### config.mk
export PLATFORM = sky130hd
export DESIGN_NAME = pc_sequencer_flat
export DESIGN_NICKNAME = d
export VERILOG_FILES = /design/src/rtl/pc_sequencer_if.sv /design/src/rtl/pc_sequencer.sv /design/src/flat_wrapper.sv
export SDC_FILE = /design/constraint.sdc
export NUM_CORES = 1
export LEC_CHECK = 0
export CAP_MARGIN = 20
export CORE_AREA = 2 2 78 80
export CTS_CLUSTER_SIZE = 20
export DETAILED_ROUTE_END_ITERATION = 10
export DIE_AREA = 0 0 80 82
export PLACE_DENSITY = 0.88
export SYNTH_ARGS = -nofsm -noshare
export SYNTH_HDL_FRONTEND = slang
export SYNTH_SLANG_ARGS = --single-unit
### constraint.sdc
create_clock -name clk -period 3.72 [get_ports clk]
set_clock_uncertainty 0.2 [all_clocks]
set_input_delay 1.116 -clock clk [delete_from_list [all_inputs] [get_ports clk]]
set_output_delay 1.116 -clock clk [all_outputs]
set_load 0.01 [all_outputs]
### src/rtl/pc_sequencer_if.sv
// Signal bundle between pc_sequencer, the control unit, the flags register,
// instruction memory and the mx_pc/adder pair.
interface pc_sequencer_if #(
   parameter int CNT_W = 16
);
   logic             stall;
   logic             imem_ack;
   logic             exec_done;
   logic [1:0]       jump_type;
   logic [2:0]       cond;
   logic [3:0]       flags;
   logic             halt;
   logic [31:0]      pc_next;
   logic [1:0]       S_MXPC;
   logic [31:0]      pc;
   logic             imem_req;
   logic             instr_valid;
   logic             pc_we;
   logic             halted;
   logic [CNT_W-1:0] taken_cnt;

   modport master (
      input  stall, imem_ack, exec_done, jump_type, cond, flags, halt, pc_next,
      output S_MXPC, pc, imem_req, instr_valid, pc_we, halted, taken_cnt
   );

   modport slave (
      output stall, imem_ack, exec_done, jump_type, cond, flags, halt, pc_next,
      input  S_MXPC, pc, imem_req, instr_valid, pc_we, halted, taken_cnt
   );
endinterface

### src/rtl/pc_sequencer.sv
// Instruction-fetch controller: owns the PC, handshakes fetches with imem and
// selects the next-PC source on mx_pc, loading its output back into the PC.
module pc_sequencer #(
   parameter logic [31:0] RESET_PC = 32'h00000000,
   parameter int          CNT_W    = 16
) (
   input  logic           clk,
   input  logic           rst_n,
   pc_sequencer_if.master bus
);
   typedef enum logic [1:0] {BOOT, FETCH, EXEC, HALT} state_t;

   localparam logic [CNT_W-1:0] CNT_ONE = {{(CNT_W-1){1'b0}}, 1'b1};

   state_t           r_state;
   logic [31:0]      r_pc;
   logic [CNT_W-1:0] r_takenCnt;

   logic       w_flagBit;
   logic       w_condTrue;
   logic [1:0] w_sel;
   logic       w_fetchReq;
   logic       w_accept;
   logic       w_commit;

   // cond[2:1] picks the flag (Z,N,C,O), cond[0] inverts it.
   always_comb begin
      w_flagBit = 1'b0;
      case (bus.cond[2:1])
         2'b00:   w_flagBit = bus.flags[0];
         2'b01:   w_flagBit = bus.flags[1];
         2'b10:   w_flagBit = bus.flags[2];
         default: w_flagBit = bus.flags[3];
      endcase
   end

   assign w_condTrue = w_flagBit ^ bus.cond[0];

   always_comb begin
      w_sel = 2'b10;
      if (r_state == EXEC) begin
         case (bus.jump_type)
            2'b00:   w_sel = 2'b10;
            2'b01:   w_sel = 2'b00;
            2'b10:   w_sel = 2'b01;
            default: w_sel = w_condTrue ? 2'b00 : 2'b10;
         endcase
      end
   end

   assign w_fetchReq = (r_state == FETCH) && !bus.stall;
   assign w_accept   = w_fetchReq && bus.imem_ack;
   assign w_commit   = (r_state == EXEC) && bus.exec_done;

   // Anything other than the sequential select counts as a taken jump.
   always_ff @(posedge clk or negedge rst_n) begin
      if (!rst_n) begin
         r_state    <= BOOT;
         r_pc       <= RESET_PC;
         r_takenCnt <= '0;
      end else begin
         case (r_state)
            BOOT:  r_state <= FETCH;
            FETCH: if (w_accept) r_state <= EXEC;
            EXEC: begin
               if (bus.exec_done) begin
                  r_pc    <= bus.pc_next;
                  r_state <= bus.halt ? HALT : FETCH;
                  if (w_sel != 2'b10) r_takenCnt <= r_takenCnt + CNT_ONE;
               end
            end
            default: r_state <= HALT;
         endcase
      end
   end

   assign bus.S_MXPC      = w_sel;
   assign bus.pc          = r_pc;
   assign bus.imem_req    = w_fetchReq;
   assign bus.instr_valid = w_accept;
   assign bus.pc_we       = w_commit;
   assign bus.halted      = (r_state == HALT);
   assign bus.taken_cnt   = r_takenCnt;
endmodule

### src/flat_wrapper.sv
// flat-port wrapper written by rule: the top's interface ports become plain ports
module pc_sequencer_flat 
#(
   parameter logic [31:0] RESET_PC = 32'h00000000,
   parameter int          CNT_W    = 16
)
  (clk, rst_n, bus_stall, bus_imem_ack, bus_exec_done, bus_jump_type, bus_cond, bus_flags, bus_halt, bus_pc_next, bus_S_MXPC, bus_pc, bus_imem_req, bus_instr_valid, bus_pc_we, bus_halted, bus_taken_cnt);
  pc_sequencer_if #(.CNT_W(CNT_W)) bus_i ();
  input  logic clk;
  input  logic rst_n;
  input wire logic [$bits(bus_i.stall)-1:0] bus_stall;
  input wire logic [$bits(bus_i.imem_ack)-1:0] bus_imem_ack;
  input wire logic [$bits(bus_i.exec_done)-1:0] bus_exec_done;
  input wire logic [$bits(bus_i.jump_type)-1:0] bus_jump_type;
  input wire logic [$bits(bus_i.cond)-1:0] bus_cond;
  input wire logic [$bits(bus_i.flags)-1:0] bus_flags;
  input wire logic [$bits(bus_i.halt)-1:0] bus_halt;
  input wire logic [$bits(bus_i.pc_next)-1:0] bus_pc_next;
  output wire logic [$bits(bus_i.S_MXPC)-1:0] bus_S_MXPC;
  output wire logic [$bits(bus_i.pc)-1:0] bus_pc;
  output wire logic [$bits(bus_i.imem_req)-1:0] bus_imem_req;
  output wire logic [$bits(bus_i.instr_valid)-1:0] bus_instr_valid;
  output wire logic [$bits(bus_i.pc_we)-1:0] bus_pc_we;
  output wire logic [$bits(bus_i.halted)-1:0] bus_halted;
  output wire logic [$bits(bus_i.taken_cnt)-1:0] bus_taken_cnt;
  assign bus_i.stall = bus_stall;
  assign bus_i.imem_ack = bus_imem_ack;
  assign bus_i.exec_done = bus_exec_done;
  assign bus_i.jump_type = bus_jump_type;
  assign bus_i.cond = bus_cond;
  assign bus_i.flags = bus_flags;
  assign bus_i.halt = bus_halt;
  assign bus_i.pc_next = bus_pc_next;
  assign bus_S_MXPC = bus_i.S_MXPC;
  assign bus_pc = bus_i.pc;
  assign bus_imem_req = bus_i.imem_req;
  assign bus_instr_valid = bus_i.instr_valid;
  assign bus_pc_we = bus_i.pc_we;
  assign bus_halted = bus_i.halted;
  assign bus_taken_cnt = bus_i.taken_cnt;
  pc_sequencer #(.RESET_PC(RESET_PC), .CNT_W(CNT_W)) u_core (.clk(clk), .rst_n(rst_n), .bus(bus_i));
endmodule
==> results.toml, run 1 <==
[logic_synthesis]
synthSimpleGateAreaFrac = 0.240
synthFlopType = "dfrtp_1"
synth_compound_area_frac = 0.0738
yosys.area_share.adder = 0.00568
avgSynthCellArea_um2 = 9.75
syn_inst = 226
synth_top_family_by_area = "simple AND/OR/NAND/NOR gates"
yosys.area.top_type = "dfrtp_1"
netlist_top_cells_area = "dfrtp_1 57%, nand2_1 18%, xor2_1 6.0%, a211oi_1 2.4%, a2111oi_1 1.8%"
synth_top_area_frac = 0.568
synthMuxAreaShare = 0.0153
yosysWarnings = 0
syn_area_mm2 = 0.00220
synth_edf_count = 0
synth-xor-area-share = 0.0721
synthesis.nets = 274
ys_seq_area_frac = 0.568
synth-seq-cells = 50
synth-async-reset-ratio = 1.00
ys_types = 28

[floorplan]
dieWidth_um = 80
core_area_mm2 = 0.00575
start_util = 0.383
ios = 101
die_area_mm2 = 0.00656
die_h_um = 82
rows = 28

[route]
wl_um = 5520
drt_iter0_markers = 59
antenna_left = 0
avgViaCountPerCell = 4.77
wl_per_cell_um = 13.5
drcViolationCount = 0
vias = 1946
drtPass1Iterations = 4

[clock_tree]
insertion_delay_ps = 300
tritoncts = "done"
cts_max_level = 2
cts_sinks = 50
cts.clk_slew.worst_paths_ps = 80
cts_root_buf = "clkbuf_8"
clk_path_buf_depth = 2
numCtsBuffers = 5

[final_layout]
finalInstanceArea_mm2 = 0.00340
diodes = 0
syn2layout_area_growth_pct = 54.4
fill_cells = 516
drive_above_1_share = 0.0841
final_core_utilization = 0.592
fin_nets = 380

[pwr]
switching_power_mw = 0.638
p_clk_frac = 0.162
swShare = 0.321
pwr-share-comb = 0.412
ir_worst_vdd_mv = 0.355
p_leak_nw = 1.64
internal-power_mw = 1.35
power.share.sequential = 0.426
powerDensity_mw_per_mm2 = 585

[grt]
grt_start_max_net_pins = 36
antenna_found_initial = 0
grt_pass1_wl_um = 9090
grt_pass1_vias = 1964
overflow = 0
grt_util_all_layers = 0.178

[sta]
tightest_slew_ps = 563
finalSetupViolCount = 0
fmax_ghz = 0.273
finalMaxSlewViolations = 0
period_needed_ps = 3660
fin_tns_setup_ps = 0
holdWs_ps = 270
slew-limit-headroom = 0.624
rsz0062_at_grt = "false"
finalCritPeriodShare = 0.984
hold_viol = 0

[setup_path]
crit_path_max_fanout = 2
crit_type = "input port to output pin"
end_kind = "output pin"
critPathRequiredTime_ps = 2400
startpoint_type = "input port"
arrival_ps = 2350

[worst_hold_path]
hold_class = "flop to flop"

[placement]
gp_congestion = 0.732
dp_hpwl_um = 4060
io_buffer_count = 100
placed_area_mm2 = 0.00332

[run]
drv_cap = 0

[status]
outcome = "finished, final reports clean"
-- layout make-up --
class / instances / area (um2) / area share
Sequential cell: 50 / 1250 / 0.368
Timing Repair Buffer: 109 / 1050 / 0.309
Multi-Input combinational cell: 163 / 905 / 0.266
Tap cell: 75 / 93.8 / 0.0276
Clock buffer: 7 / 86.3 / 0.0254
Inverter: 3 / 11.3 / 0.00331
Clock inverter: 1 / 5.00 / 0.00147
-- state kept, by name (all words and copies together) (netlist names) --
register and cells:
u_core.r_state 2, u_core.bus.taken_cnt 16, u_core.bus.pc 32
-- critical path, cell delays in order --
cell           delay, ps
dlygate4sd2_1        220
mux4_2               510
xnor2_4              160
a21oi_2              130
nand2_1               60
buf_2                150
-- synthesized netlist by cell type, drive strengths merged (2+ instances only) --
library cell  number
a2111oi            6
a211oi             7
a21oi              4
and2               3
and3               2
clkbuf             9
dfrtp             50
inv                2
nand2            105
nand3              7
nand4              3
xor2              15
-- stage by stage --
stage               setup WS, ps  power, mW  std cells
global placement            -611       1.66        400
global route               0.927       2.14        408
detailed placement          -633       1.69        400
finish                      57.8       1.99        408
floorplan                    168       1.16        226
CTS                         15.5       2.02        408
-- cells by family after synthesis --
group / Yosys count
AO/OA/AOI/OAI: 18
AND/OR/NAND/NOR: 126
XOR/XNOR: 16
multiplexers: 2
flip-flops: 50
buffers and inverters: 13
adder cells (fa/ha/maj): 1
-- path summary, 6_finish.rpt --
kind	start	to	slack, ps	depth (start not counted)
setup / recovery	bus_flags[1]	bus_S_MXPC[1]	60	6
hold / removal	u_core.bus.taken_cnt[15]	u_core.bus.taken_cnt[15]	270	1
setup reg to reg	u_core.r_state[0]	u_core.bus.taken_cnt[1]	1540	5
hold reg to reg	u_core.bus.taken_cnt[15]	u_core.bus.taken_cnt[15]	270	1
max in group asynchronous	rst_n	u_core.bus.pc[10]	1970	2
min in group asynchronous	rst_n	u_core.bus.taken_cnt[9]	590	1
-- layout by cell type, fill, tap and decap left out, types with 2 or more instances in the layout --
cell type	count
a2111oi_1	4
a211oi_1	7
a21oi_1	3
and2_1	3
and3_1	2
buf_2	2
buf_4	9
clkbuf_8	6
clkdlybuf4s15_1	3
clkdlybuf4s50_1	91
dfrtp_1	50
dlygate4sd2_1	3
inv_1	2
nand2_1	105
nand3_1	7
nand4_1	2
xor2_1	15
-- power groups by stage --
stage,combinational (mW),sequential (mW),clock [mW]
6_report,0.821,0.849,0.322
5_1_grt,0.900,0.878,0.363
4_1_cts,0.836,0.851,0.338
3_5_place_dp,0.833,0.859,0
3_3_place_gp,0.811,0.849,0
2_1_floorplan,0.222,0.934,0
-- per-layer routing --
metal,vias to the layer above,track usage,routed length (um)
li1,947,-,-
met1,929,0.205,2300
met2,66,0.324,2830
met3,4,0.0516,349
met4,0,0.0475,37
met5,-,0,0
-- repair_timing --
action | 4_1_cts | 5_1_grt
resized for setup | 13 | 5
endpoints found under the setup margin | 2 | 1
setup buffers | 0 | 0
endpoints found under the hold margin | 0 | 0
hold buffers | 0 | 0
pin swaps | 2 | 2
Note: power is estimated with default switching activity, not from simulation.
==> inputs of run 2 (changes only) <==
PLACE_DENSITY = not set   (was 0.88)
PLACE_DENSITY_LB_ADDON = 0.05   (was not set)
==> run 2 against run 1 <==
Compared with the run above: critical endpoint unchanged; sequential cell count unchanged; largest cell class unchanged; final cell count up 0.25%; non-clock buffer count up 1; sequential power down 0.7%; die area unchanged; design area up 0.66%; register-to-register slack better by 90 ps; worst setup slack better by 12 ps; power up 1.8%; fmax up 0.34%.
==> results.toml, run 2 (same netlist as run 1, synthesis figures left out) <==
[status]
outcome = "finished, final reports clean"

[clock_tree]
cts_sinks = 50
tritoncts = "done"
insertion_delay_ps = 300
cts.clk_slew.worst_paths_ps = 90
cts_max_level = 2
clk_path_buf_depth = 2
numCtsBuffers = 5
cts_root_buf = "clkbuf_8"

[grt]
grt_util_all_layers = 0.171
grt_start_max_net_pins = 51
overflow = 0
antenna_found_initial = 0
grt_pass1_wl_um = 8740
grt_pass1_vias = 1837

[sta]
hold_viol = 0
slew-limit-headroom = 0.584
finalMaxSlewViolations = 0
finalCritPeriodShare = 0.981
finalSetupViolCount = 0
fin_ws_ps = 70.2
fin_tns_setup_ps = 0
period_needed_ps = 3650
fmax_ghz = 0.274
tightest_slew_ps = 624
rsz0062_at_grt = "false"

[route]
drt_iter0_markers = 76
drcViolationCount = 0
vias = 1911
avgViaCountPerCell = 4.67
drtPass1Iterations = 4
wl_um = 5340
wl_per_cell_um = 13.0
antenna_left = 0

[setup_path]
crit_type = "input port to output pin"
startpoint_type = "input port"
critPathRequiredTime_ps = 2400
end_kind = "output pin"
rr_startpoint = "u_core.r_state[0]"
crit_path_max_fanout = 2
arrival_ps = 2330
rr_worst_depth = 5
r2r_end = "u_core.bus.taken_cnt[1]"
r2r_slack_ps = 1630

[final_layout]
final_common_cell = "nand2_1"
syn2layout_area_growth_pct = 55.4
final_cells = 409
regArea_mm2 = 0.00125
drive_above_1_share = 0.0838
fin_nets = 381
largest_register_ffs = 32
diodes = 0
layout_common_cells = "105 x nand2_1, 90 x clkdlybuf4s50_1, 50 x dfrtp_1"
fill_cells = 518
multi_input_area_um2 = 905
finalInstanceArea_mm2 = 0.00342

[floorplan]
core_area_mm2 = 0.00575
die_h_um = 82
rows = 28
die_area_mm2 = 0.00656
dieWidth_um = 80
ios = 101
start_util = 0.383

[worst_hold_path]
hold_class = "flop to flop"
holdCritStartpoint = "u_core.bus.taken_cnt[15]"
hold_depth = 1
min_to = "u_core.bus.taken_cnt[15]"

[placement]
placed_area_mm2 = 0.00332
placed_cells = 401
gp_congestion = 0.759
io_buffer_count = 100
dp_hpwl_um = 3790
preCtsSetupSlack_ps = -660

[pwr]
ir_worst_vdd_mv = 0.304
powerDensity_mw_per_mm2 = 592
p_leak_nw = 1.66

[run]
drv_cap = 0
[run 2: cell count changes in the layout (fill, tap and decap cells not counted)]
cell | before | now
buf_4 | 9 | 10
clkdlybuf4s15_1 | 3 | 4
bufinv_16 | 0 | 1
clkinv_2 | 1 | 0
clkbuf_8 | 6 | 5
clkdlybuf4s50_1 | 91 | 90
clkbuf_1 | 1 | 2
[run 2: report_power, final]
group | internal [mW] | switching (mW) | leakage (nW) | total (mW)
Combinational | 0.471 | 0.343 | 0.961 | 0.814
Clock | 0.201 | 0.170 | 0.0524 | 0.371
Sequential | 0.733 | 0.109 | 0.643 | 0.843
Total | 1.41 | 0.622 | 1.66 | 2.03
[run 2: stage by stage]
stage | hold WS [ps] | utilization | total power [mW]
4_1_cts | 274 | 0.596 | 2.06
3_3_place_gp | 257 | 0.578 | 1.67
3_5_place_dp | 262 | 0.578 | 1.68
5_1_grt | 294 | 0.596 | 2.17
6_report | 275 | 0.596 | 2.03
2_1_floorplan | 290 | - | 1.16
[run 2: how the worst max path moves through the flow]
stage               cells after the start            end         start
detailed placement                      6  bus_S_MXPC[1]   bus_cond[1]
floorplan                               5  bus_S_MXPC[1]   bus_cond[1]
CTS                                     6  bus_S_MXPC[1]   bus_cond[1]
finish                                  6  bus_S_MXPC[1]  bus_flags[3]
global placement                        6  bus_S_MXPC[1]   bus_cond[1]
global route                            6  bus_S_MXPC[1]  bus_flags[3]
[run 2: per-layer routing]
layer	track usage	routed length, um	vias to the layer above
li1	-	-	950
met1	0.216	2320	899
met2	0.288	2650	57
met3	0.0451	315	5
met4	0.0559	53	0
met5	0	0	-
[run 2: cell type report]
| type | instances | share of cell area |
|---|---|---|
| Sequential cell | 50 | 0.365 |
| Timing Repair Buffer | 110 | 0.309 |
| Multi-Input combinational cell | 163 | 0.264 |
| Tap cell | 75 | 0.0274 |
| Clock buffer | 7 | 0.0223 |
| Clock inverter | 1 | 0.00877 |
| Inverter | 3 | 0.00329 |
[run 2: critical path, cell delays in order]
cell and delay (ps):
clkdlybuf4s15_1 180, mux4_2 540, xnor2_4 160, a21oi_2 140, nand2_1 60, buf_2 140
[run 2: repair_timing]
item | CTS | global route
buffers inserted | 0 | 0
hold endpoints to repair | 0 | 0
gates resized for setup | 15 | 5
hold buffers | 0 | 0
endpoints found under the setup margin | 3 | 1
pin swaps | 3 | 2
==> inputs of run 3 (changes only) <==
CTS_CLUSTER_SIZE = not set   (was 20)
==> results of run 3 <==
The final DEF is identical to that of run 2; final timing and power are the same.
==> RTL change (flow settings as in run 3) <==
`CNT_W` is set to 16 in 3 places; all go to 32.
--- a/src/rtl/pc_sequencer_if.sv
+++ b/src/rtl/pc_sequencer_if.sv
@@ -1,7 +1,7 @@
 // Signal bundle between pc_sequencer, the control unit, the flags register,
 // instruction memory and the mx_pc/adder pair.
 interface pc_sequencer_if #(
-   parameter int CNT_W = 16
+   parameter int CNT_W = 32
 );
    logic             stall;
    logic             imem_ack;
--- a/src/rtl/pc_sequencer.sv
+++ b/src/rtl/pc_sequencer.sv
@@ -2,7 +2,7 @@
 // selects the next-PC source on mx_pc, loading its output back into the PC.
 module pc_sequencer #(
    parameter logic [31:0] RESET_PC = 32'h00000000,
-   parameter int          CNT_W    = 16
+   parameter int          CNT_W    = 32
 ) (
    input  logic           clk,
    input  logic           rst_n,
--- a/src/flat_wrapper.sv
+++ b/src/flat_wrapper.sv
@@ -2,7 +2,7 @@
 module pc_sequencer_flat 
 #(
    parameter logic [31:0] RESET_PC = 32'h00000000,
-   parameter int          CNT_W    = 16
+   parameter int          CNT_W    = 32
 )
   (clk, rst_n, bus_stall, bus_imem_ack, bus_exec_done, bus_jump_type, bus_cond, bus_flags, bus_halt, bus_pc_next, bus_S_MXPC, bus_pc, bus_imem_req, bus_instr_valid, bus_pc_we, bus_halted, bus_taken_cnt);
   pc_sequencer_if #(.CNT_W(CNT_W)) bus_i ();
Ports: changed (resized bus_taken_cnt); port bits go from 101 to 117. The function was not compared with the original's and may differ.
==> RTL change against run 3 <==
- combinational power down 3.7%
- sequential cell count up 16
- register-to-register slack worse by 0.16 ns
- first-iteration DRC count up 11%
- die area unchanged
- area after synthesis up 32%
- sequential power up 18%
- synthesized cell count up 31%
- power up 15%
- cell count up 24%
- worst setup slack worse by 0.00066 ns
- wire length up 34%
- design area up 29%
- highest routed layer unchanged
==> RTL change: results (changes against run 3) <==
outcome completed; Hold Path Class flop to flop; clock slew at reported path FFs 0.07 ns (-0.02 ns); Setup crit start bus_cond[1]; placed cells 490 (+22%); yosys warns 0 (unchanged); Synth cell types 33 (+18%); CP max FO 2 (unchanged); Max VDD drop 0.333 mV (+9.6%); synth top area cells dfrtp_1 (57%), nand2_1 (14%), xor2_1 (6.3%), xnor2_1 (3.0%), nand4_1 (1.9%); Post-synth top flop dfrtp_1; reg2reg path depth 6 (+1); Max stage delay cell, worst path mux4_2; pin count of the biggest net entering global routing 35 (-31%); FF-to-FF End u_core.bus.taken_cnt[26]; mean area per synthesized cell 9.86 µm² (+1.1%); delay-heaviest family, CP multiplexers; initial antenna violation count 0 (unchanged); via count 2490 (+30%); asr flop ratio synth 100% (unchanged); CTS resizes 15 (unchanged); postcts setup bufs 1 (+1); # H-tree levels 3 (+1); final wirelength 7150 µm (+34%); Final nets 475 (+25%); n_diodes 0 (unchanged); Critical Path AT 2.33 ns (about the same); RR Startpoint u_core.r_state[0]; Worst-Margin Slew 0.584 ns (-0.0395 ns); syn_nets 344 (+26%); most frequent cells after synthesis nand2_1 (112), dfrtp_1 (66), xor2_1 (21), nor2_1 (13), xnor2_1 (10); R2R setup slack 1.47 ns (-0.16 ns); worst setup margin 0.0695 ns (-0.000659 ns); largest stage delay on the critical path 0.53 ns; First-pass DRT Iterations 4 (unchanged); Iter 0 DRT Violations 84 (+11%); Clk Tree Root Cell clkbuf_8; max capacitance violation total 0 (unchanged); critical path endpoint bus_S_MXPC[1]; post-detailed-placement cell area 0.00422 mm² (+27%); share of cells above drive strength 1 9.26% (+0.88 points); HPWL Detailed 5060 µm (+33%); Seq/Total Area, Yosys 56.6% (-0.18 points); Clock Tree Buf Depth 2 (unchanged); via/cell ratio 4.91 (+5.1%); Skew-Pair Late Insertion Delay 0.33 ns (+0.03 ns); gp weighted congestion 0.796 (+4.8%); CTS buffer count 9 (+4); global-route wire length before repair 11300 µm (+29%); Setup Slack @ Placement -0.651 ns (+0.00850 ns); Total Routing Usage GR 22.5% (+5.3 points); vias in the first global route 2444 (+33%); P_leak 0.00217 µW (+31%); Buffers on Ports 116 (+16%)
RTL change: logic make-up (layout without fill, tap and decap cells):
logic type,count (synthesis),count (layout),synth area share [%]
AOI/OAI and AO/OA,6,6,1.93
xor gates and xnor gates,32,32,9.86
adders and majority gates,1,1,0.429
buffers and inverters,15,151,2.62
DFF,66,66,56.6
muxes,1,1,0.772
and+or+nand+nor,175,175,27.8
RTL change: worst min path at each step:
stage,start,end,slack [ns],depth (start not counted)
after CTS,u_core.bus.pc[24],u_core.bus.pc[24],0.28,2
final,u_core.bus.pc[10],u_core.bus.pc[10],0.27,2
after global placement,u_core.bus.pc[24],u_core.bus.pc[24],0.26,2
after global routing,u_core.bus.pc[25],u_core.bus.pc[25],0.30,2
after floorplan,u_core.r_state[0],u_core.r_state[1],0.30,2
after detailed placement,u_core.bus.pc[10],u_core.bus.pc[10],0.26,2
RTL change: worst register-to-register path: stages, from the launching register on:
cell and delay, ns:
dfrtp_1 0.41, nand3b_1 0.19, buf_4 0.26, nor4_1 0.39, o2111ai_2 0.31, nor4_2 0.25, xor2_1 0.17
RTL change: area by class of cell:
type                       instances  area [µm²]
clock buffer                      14         173
clock inverter                     2        10.0
inverter                           5        18.8
timing repair buffer             130        1260
multi-input combinational        215        1190
tap                               75        93.8
sequential                        66        1650
fill                             422        1340
RTL change: routing by layer:
metal	GRT usage [%]	vias up	share of wire, %	wire length [µm]
li1	-	1234	-	-
met1	29.0	1172	43	3080
met2	36.7	73	49	3490
met3	5.38	11	6.1	438
met4	9.32	0	1.9	139
met5	0	-	0	0
RTL change: where the power goes:
part	switching (µW)	internal (µW)
combinational	339	444
sequential	101	892
clock	260	295
total	700	1630
